### src/rtl/conv_sched_pkg.sv
// Shared types and widths for the conv3d frame scheduler.
package conv_sched_pkg;
    localparam int FRAME_H_MAX_D = 224;
    localparam int FRAME_W_MAX_D = 224;
    localparam int STRIDE_MAX_D  = 4;
    localparam int DIN_WIDTH_D   = 8;
    localparam int CHANNELS_IN_D = 4;

    localparam int H_W   = $clog2(FRAME_H_MAX_D) + 1;
    localparam int W_W   = $clog2(FRAME_W_MAX_D) + 1;
    localparam int S_W   = $clog2(STRIDE_MAX_D) + 1;
    localparam int PIX_W = DIN_WIDTH_D * CHANNELS_IN_D;
    localparam int CNT_W = $clog2(FRAME_H_MAX_D * FRAME_W_MAX_D) + 1;

    typedef enum logic [2:0] {IDLE, CALC, START, STREAM, DRAIN} state_t;

    typedef struct packed {
        logic [H_W-1:0] h;
        logic [W_W-1:0] w;
        logic [S_W-1:0] stride;
    } cfg_t;
endpackage

### src/rtl/conv3d_frame_sched_div.sv
// Sequential ceil(n/d): one add of d per cycle until the accumulator reaches n.
module seq_ceil_div
    import conv_sched_pkg::*;
#(
    parameter int N_W = 9
) (
    input  logic           clk,
    input  logic           rst_n,
    input  logic           start,
    input  logic [N_W-1:0] n,
    input  logic [S_W-1:0] d,
    output logic [N_W-1:0] q,
    output logic           done
);
    logic [N_W:0] acc;
    logic         run;

    // n and d are sampled while running, so they must be stable from the cycle after start
    always_ff @(posedge clk or negedge rst_n) begin
        if (!rst_n) begin
            acc <= '0;
            q   <= '0;
            run <= 1'b0;
        end else if (start) begin
            acc <= '0;
            q   <= '0;
            run <= 1'b1;
        end else if (run && (acc < {1'b0, n})) begin
            acc <= acc + (N_W+1)'(d);
            q   <= q + 1'b1;
        end
    end

    assign done = run && (acc >= {1'b0, n});
endmodule

### src/rtl/conv3d_frame_sched.sv
// Frame scheduler: validates a descriptor, sizes the frame, gates pixels in and counts results out.
module conv3d_frame_sched
    import conv_sched_pkg::*;
#(
    parameter int FRAME_H_MAX   = FRAME_H_MAX_D,
    parameter int FRAME_W_MAX   = FRAME_W_MAX_D,
    parameter int STRIDE_MAX    = STRIDE_MAX_D,
    parameter int DIN_WIDTH     = DIN_WIDTH_D,
    parameter int CHANNELS_IN   = CHANNELS_IN_D,
    parameter int DRAIN_TIMEOUT = 4096
) (
    input  logic                            clk,
    input  logic                            reset_n,
    input  logic                            cfg_vld,
    output logic                            cfg_rdy,
    input  logic [H_W-1:0]                  cfg_frame_h,
    input  logic [W_W-1:0]                  cfg_frame_w,
    input  logic [S_W-1:0]                  cfg_stride,
    input  logic                            s_vld,
    output logic                            s_rdy,
    input  logic [CHANNELS_IN*DIN_WIDTH-1:0] s_data,
    output logic [H_W-1:0]                  frame_h,
    output logic [W_W-1:0]                  frame_w,
    output logic [S_W-1:0]                  stride,
    output logic                            frame_start,
    output logic                            din_vld,
    output logic [CHANNELS_IN*DIN_WIDTH-1:0] din,
    input  logic                            dout_vld,
    output logic                            busy,
    output logic                            frame_done,
    output logic                            err_cfg,
    output logic                            err_timeout,
    output logic                            err_spurious
);
    localparam int TMO_W = $clog2(DRAIN_TIMEOUT) + 1;

    state_t           state, state_n;
    cfg_t             cfg_q;
    logic             rdy_en;
    logic [CNT_W-1:0] in_cnt, in_total, out_cnt, out_total;
    logic [TMO_W-1:0] tmo;
    logic [H_W-1:0]   q_h;
    logic [W_W-1:0]   q_w;
    logic             done_h, done_w;
    logic             cfg_hs, cfg_ok, s_hs, out_full, dout_take, calc_fin;

    assign cfg_ok = (cfg_frame_h >= H_W'(1)) && (cfg_frame_h <= H_W'(FRAME_H_MAX)) &&
                    (cfg_frame_w >= W_W'(1)) && (cfg_frame_w <= W_W'(FRAME_W_MAX)) &&
                    (cfg_stride  >= S_W'(1)) && (cfg_stride  <= S_W'(STRIDE_MAX));
    // rdy_en keeps cfg_rdy low while reset is held and for the first cycle after
    assign cfg_hs    = cfg_vld && rdy_en && (state == IDLE);
    assign s_hs      = s_vld && (state == STREAM) && (in_cnt < in_total);
    assign out_full  = (out_cnt == out_total);
    assign dout_take = dout_vld && ((state == STREAM) || (state == DRAIN)) && !out_full;
    assign calc_fin  = (state == CALC) && done_h && done_w;

    assign cfg_rdy     = rdy_en && (state == IDLE);
    assign s_rdy       = (state == STREAM) && (in_cnt < in_total);
    assign frame_start = (state == START);
    assign busy        = (state != IDLE);
    assign frame_h     = cfg_q.h;
    assign frame_w     = cfg_q.w;
    assign stride      = cfg_q.stride;

    seq_ceil_div #(.N_W(H_W)) u_div_h (
        .clk(clk), .rst_n(reset_n), .start(cfg_hs && cfg_ok),
        .n(cfg_q.h), .d(cfg_q.stride), .q(q_h), .done(done_h)
    );
    seq_ceil_div #(.N_W(W_W)) u_div_w (
        .clk(clk), .rst_n(reset_n), .start(cfg_hs && cfg_ok),
        .n(cfg_q.w), .d(cfg_q.stride), .q(q_w), .done(done_w)
    );

    always_ff @(posedge clk or negedge reset_n) begin
        if (!reset_n) state <= IDLE;
        else          state <= state_n;
    end

    always_comb begin
        state_n     = state;
        frame_done  = 1'b0;
        err_timeout = 1'b0;
        case (state)
            IDLE:   if (cfg_hs && cfg_ok) state_n = CALC;
            CALC:   if (calc_fin) state_n = START;
            START:  state_n = STREAM;
            STREAM: if (s_hs && (in_cnt == in_total - CNT_W'(1))) state_n = DRAIN;
            DRAIN: begin
                // completion wins over a timeout landing on the same cycle
                if (out_full) begin
                    frame_done = 1'b1;
                    state_n    = IDLE;
                end else if (tmo == TMO_W'(DRAIN_TIMEOUT)) begin
                    err_timeout = 1'b1;
                    state_n     = IDLE;
                end
            end
            default: state_n = IDLE;
        endcase
    end

    always_ff @(posedge clk or negedge reset_n) begin
        if (!reset_n) begin
            cfg_q        <= '0;
            rdy_en       <= 1'b0;
            in_cnt       <= '0;
            in_total     <= '0;
            out_cnt      <= '0;
            out_total    <= '0;
            tmo          <= '0;
            din          <= '0;
            din_vld      <= 1'b0;
            err_cfg      <= 1'b0;
            err_spurious <= 1'b0;
        end else begin
            rdy_en       <= 1'b1;
            err_cfg      <= 1'b0;
            err_spurious <= 1'b0;
            din_vld      <= s_hs;
            if (s_hs) begin
                din    <= s_data;
                in_cnt <= in_cnt + CNT_W'(1);
            end
            if (cfg_hs) begin
                if (cfg_ok) begin
                    cfg_q   <= '{h: cfg_frame_h, w: cfg_frame_w, stride: cfg_stride};
                    in_cnt  <= '0;
                    out_cnt <= '0;
                end else begin
                    err_cfg <= 1'b1;
                end
            end
            if (calc_fin) begin
                out_total <= CNT_W'(q_h) * CNT_W'(q_w);
                in_total  <= CNT_W'(cfg_q.h) * CNT_W'(cfg_q.w);
            end
            if (dout_take)     out_cnt      <= out_cnt + CNT_W'(1);
            else if (dout_vld) err_spurious <= 1'b1;
            tmo <= ((state == DRAIN) && !dout_vld) ? tmo + TMO_W'(1) : '0;
        end
    end
endmodule
### config.mk
export PLATFORM = sky130hd
export DESIGN_NAME = conv3d_frame_sched
export DESIGN_NICKNAME = d
export VERILOG_FILES = /design/src/rtl/conv_sched_pkg.sv /design/src/rtl/conv3d_frame_sched_div.sv /design/src/rtl/conv3d_frame_sched.sv
export SDC_FILE = /design/constraint.sdc
export NUM_CORES = 1
export LEC_CHECK = 0
export ABC_AREA = 1
export ABC_CLOCK_PERIOD_IN_PS = 12670
export CORE_MARGIN = 4
export CORE_UTILIZATION = 55
export CTS_CLUSTER_DIAMETER = 120
export DETAILED_ROUTE_END_ITERATION = 16
export HOLD_SLACK_MARGIN = 0.06
export PLACE_DENSITY_LB_ADDON = 0.05
export SLEW_MARGIN = 20
export SYNTH_ARGS = -nofsm -noshare
export SYNTH_HDL_FRONTEND = slang
export SYNTH_SLANG_ARGS = --single-unit
### constraint.sdc
create_clock -name clk -period 12.67 [get_ports clk]
set_clock_uncertainty 0.05 [all_clocks]
set_input_delay 1.267 -clock clk [delete_from_list [all_inputs] [get_ports clk]]
set_output_delay 1.267 -clock clk [all_outputs]
set_load 0.01 [all_outputs]
# After elaboration in Yosys (flattened, before gate mapping)
# Cells that the tools add are included.
word_totals:
  register_bits: 180
  latchBits: 0
  ramBits: 0
  rom_bits: 0
  memories: 0
op_classes:
  addsub: 8
  n_mul: 2
  div_mod_pow: 0
  magnitude_cmp: 11
  eq_ne: 11
  n_shift: 0
  mux: 30
  bitwise_logic: 0
  reduce_logical: 34
op_table:
  columns: ["op", "n"]
  rows:
  - ["$mux W17", 6]
  - ["$mux W10", 4]
  - ["$mux W9", 4]
  - ["$add A17 B1 Y17 const B", 2]
  - ["$eq A17 B17 Y1", 2]
  - ["$mul A9 B9 Y17", 2]
  - ["$logic_and A1 B1 Y1", 22]
  - ["$add A10 B3 Y10", 2]
  - ["$ge A10 B9 Y1", 2]
  - ["$lt A10 B9 Y1", 2]
  - ["$add A9 B1 Y9 const B", 2]
  - ["$ge A9 B1 Y1 const B", 2]
  - ["$le A9 B8 Y1 const B", 2]
  - ["$lt A17 B17 Y1", 1]
  - ["$sub A17 B1 Y17 const B", 1]
  - ["$mux W3", 5]
  - ["$pmux W3 S5", 1]
  - ["$add A13 B1 Y13 const B", 1]
  - ["$eq A13 B13 Y1 const B", 1]
  - ["$mux W13", 1]
  - ["$mux W1", 9]
  - ["$reduce_bool A2 Y1", 4]
  - ["$eq A3 B2 Y1 const B", 2]
  - ["$ne A2 B1 Y1 const B", 2]
  - ["12 further kinds", 14]

# Logic depth before layout (Yosys ltp)
depth:
  depth_word: 9
  depth_mapped: 20
  mapped_depth_nobuf: 19

# Cells and area by module
# Synthesis repeated with hierarchy kept, for this count alone.
unflattened:
  hier_cells: 2168
  area_unflattened_um2: 16097.9
modules_own_cells:
  columns: ["module", "n_inst", "cells_each", "area_per_inst_um2", "seq_area_each_um2"]
  rows:
  - ["conv3d_frame_sched", 1, 1706, 12802.3, 3528.4]
  - ["seq_ceil_div", 2, 231, 1647.8, 500.5]

# Worst setup path before layout
# OpenSTA, ideal clock, no wires.
synth_path:
  path_kind: "flip-flop to flip-flop"
  startpoint: "reg cfg_q, in the netlist frame_h[0]"
  endpoint: "reg in_total[13]"
  setup_time_ns: 0.065
  arrival_ns: 4.260
  required_time_ns: 12.555
  slack_ns: 8.295
  path_stages_with_launch: 18
  path_buffers: 1
  synth_period_minus_slack_ns: 4.375
  path_cell_list: "dfrtp_1 -> clkbuf_1 -> nand2_1 -> fa_1 -> fa_1 -> inv_1 -> fa_1 -> inv_1 -> fa_1 -> inv_1 -> ha_1 -> a21o_1 -> a21oi_1 -> o21ai_0 -> a21oi_1 -> xor2_1 -> nand2_1 -> nand2_1"
synth_via:
  elab_chain_cells: 4
synth_rtl:
  columns: ["item", "line_no", "source"]
  rows:
  - ["start: declaration", "conv3d_frame_sched.sv:38", "cfg_t cfg_q;"]
  - ["start signal: assignment", "conv3d_frame_sched.sv:126", "cfg_q <= '{h: cfg_frame_h, w: cfg_frame_w, stride: cfg_stride};"]
  - ["parallel branches: the longest is 4 deep, another holds $mul A9 B9 Y17", null, null]
  - ["end signal: assignment", "conv3d_frame_sched.sv:135", "in_total <= CNT_W'(cfg_q.h) * CNT_W'(cfg_q.w);"]
  - ["end: declaration", "conv3d_frame_sched.sv:40", "logic [CNT_W-1:0] in_cnt, in_total, out_cnt, out_total;"]
# Several ways; the timed one is not identified.
# A chain may end at the register's enable or synchronous reset.

# Worst setup path after layout
layout_path:
  startpoint: "reg cfg_q, in the netlist frame_h[5]"
  endpoint: "reg in_total[14]"
# Same word-level chain as after synthesis.

==> out/metrics.cfg <==
[global_routing]
grt_pass1_vias = 12600
grt_first_pass_wirelength_um = 60700
antenna_found_initial = 1
track_usage_pct = 23.8
grt_max_degree = 107
globalRouteOverflowTotal = 0

[synth]
synthFlopType = dfrtp_1
synth-seq-area-share_pct = 29.4
yosys.area.top_type = dfrtp_1
synth_area_leaders = dfrtp_1 29%, nand2_1 15%, fa_1 13%
ys_ff_latch = 180
syn_area_um2 = 15300
async_flop_share_pct = 100
synth_edf_count = 0
postSynthAreaPerCell_um2 = 7.44
synth_top_area_share_pct = 29.4
syn-num-nets = 2339
syn_inst = 2061
synth_cell_types = 48
ys.warnings.count = 0

[routing]
drtAntennaViolNets = 0
vias = 12800
routed_wirelength_um = 35100
post_drt_wl_per_cell_um = 13.9
wl_met1_um = 16400
highest_layer = met5
drt-initial-drc-count = 843
drt-pass1-iter-count = 5
vias_per_cell = 5.06
remaining_drc_errors = 0
wl_met2_um = 16600
wl_met3_um = 1740

[sta]
hold_slack_ns = 0.430
drv_slew = 0
tightest_slew_ns = 0.957
relSlewSlack_pct = 36.2
totalNegativeSetupSlack_ns = 0
fmax_ghz = 0.213
period_minus_slack_ns = 4.70
setup_viol = 0
fin_crit_sh_pct = 37.1
hold_violations = 0
setup_ws_ns = 7.97
rsz0062_at_grt = no

[worst_hold_path]
min_path_type = flop to flop

[layout]
final_common_cell = nand2_1
n_antenna_cell = 0
drive_gt1_share_pct = 3.81
final_cell_mix = 611 x nand2_1, 407 x inv_1, 180 x dfrtp_1
nNetsFinal = 2418
fill_cells = 2474
instances_no_fill = 2525
fin_area_um2 = 17400
area_delta_synth_final_pct = 13.2
fin_util_pct = 63.9

[clock_network]
cts_max_path_buffers = 2
insertion_delay_ns = 0.45
cts_setup_buffers = 0
cts-root-buf = clkbuf_16
clock-sinks = 180
hold_buffers = 0
post_cts_resized = 0
cts-htree-levels = 4
numCtsBuffers = 17
path_clk_slew_ns = 0.08
cts_tree = built

[floorplan]
die-area_um2 = 30600
coreArea_um2 = 27200
die_w_um = 175
initial_core_util_pct = 56.5
pin_count = 120
die_y_um = 175
fp-row-count = 60

[power_and_ir_drop]
irDropWorstVdd_mv = 0.0684
power_density_nw_per_um2 = 71.3
p_int_uw = 894
p_comb_share_pct = 6.7
power_frac_seq_pct = 48.5
p_total_mw = 1.24
p_sw_share_pct = 27.8
clockPowerShare_pct = 44.8
total_switching_power_uw = 345
leakagePower_nw = 9.59

[placement]
dpl.cell_count = 2493
dp_hpwl_um = 27000
dpl_cell_area_um2 = 16700
gp_congestion = 0.882
io_buffer_count = 119
dp_slack_ns = 8.06

[critical_path]
cp-end-kind = flop
worstSetupPathType = flop to flop
critical_path_peak_fanout = 12
crit_required_ns = 12.94
worstSetupStartpointType = flop
arrival_ns = 4.97

[outcome]
status = completed

[flow_run]
drv_cap = 0

[area by class of cell]
cell class,count,area [µm²],share of cell area [%]
Multi-Input combinational cell,1404,8990,51.8
Sequential cell,180,4500,25.9
Inverter,413,1550,8.93
Timing Repair Buffer,124,1230,7.10
Tap cell,372,465,2.68
Clock buffer,17,425,2.45
Clock inverter,15,196,1.13
[cells in the mapped netlist (7+ instances only)]
cell / count
a21oi_1: 77
dfrtp_1: 180
ha_1: 120
nor2_1: 130
xnor2_1: 27
clkbuf_1: 42
nand2_1: 611
nand4_1: 19
nand2_2: 7
buf_2: 14
xor2_1: 29
inv_1: 407
o22ai_1: 7
nand3_1: 81
nor2_4: 7
fa_1: 100
o21ai_0: 91
nor3_1: 34
[power groups by stage]
stage	logic [mW]	clock network, mW	registers (mW)
CTS	0.0848	0.568	0.600
finish	0.0833	0.555	0.600
global route	0.0956	0.594	0.603
detailed placement	0.0849	0	0.611
global placement	0.0831	0	0.611
floorplan	0.0445	0	0.608
[kinds of logic (layout without fill, tap and decap cells)]
| logic type | count (synthesis) | in the layout | share of synthesized area [%] |
|---|---|---|---|
| AO/OA/AOI/OAI | 204 | 204 | 7.14 |
| XOR/XNOR | 56 | 56 | 3.20 |
| adder cells (fa/ha/maj) | 220 | 220 | 22.8 |
| buffers and inverters | 477 | 569 | 12.0 |
| flip-flops | 180 | 180 | 29.4 |
| other | 1 | 1 | 0.0244 |
| AND/OR/NAND/NOR | 923 | 923 | 25.4 |
[routing by layer]
metal	vias to the layer above	global-route usage [%]
met5	-	0
met4	2	4.68
met3	27	4.09
met2	277	40.3
met1	6020	32.6
li1	6463	-
[final timing paths]
check	start	end	slack, ns	cells after the start
max	frame_h[5]$_DFFE_PN0P_	in_total[14]$_DFFE_PN0P_	7.97	17
min	din[28]$_DFFE_PN0P_	din[28]$_DFFE_PN0P_	0.43	2
max reg2reg	frame_h[5]$_DFFE_PN0P_	in_total[14]$_DFFE_PN0P_	7.97	17
min reg2reg	din[28]$_DFFE_PN0P_	din[28]$_DFFE_PN0P_	0.43	2
max in group asynchronous	reset_n	u_div_h.q[0]$_DFFE_PN0P_	10.17	2
min in group asynchronous	reset_n	din[31]$_DFFE_PN0P_	0.88	1
[sequential cells by signal (all words and copies together), names as in the netlist, 9 cells and up]
| signal | cells |
|---|---|
| u_div_h.acc | 10 |
| out_total | 17 |
| din | 32 |
| u_div_w.acc | 10 |
| in_total | 17 |
| out_cnt | 17 |
| tmo | 13 |
| in_cnt | 17 |
| u_div_h.q | 9 |
| frame_h | 9 |
| u_div_w.q | 9 |
| frame_w | 9 |
[critical path, cell delays in order, from the launching register on]
cell and delay, ns:
dfrtp_1 0.60, nand2_1 0.15, fa_1 0.55, inv_1 0.05, fa_1 0.49, inv_1 0.05, fa_1 0.46, fa_1 0.55
inv_1 0.04, ha_1 0.34, a21oi_1 0.22, nand2_1 0.16, a31oi_1 0.27, o21ai_0 0.23, a21oi_1 0.17, nand2_1 0.06
nand3_1 0.08, nand2_1 0.06
Power figures use the tool's default switching activity.
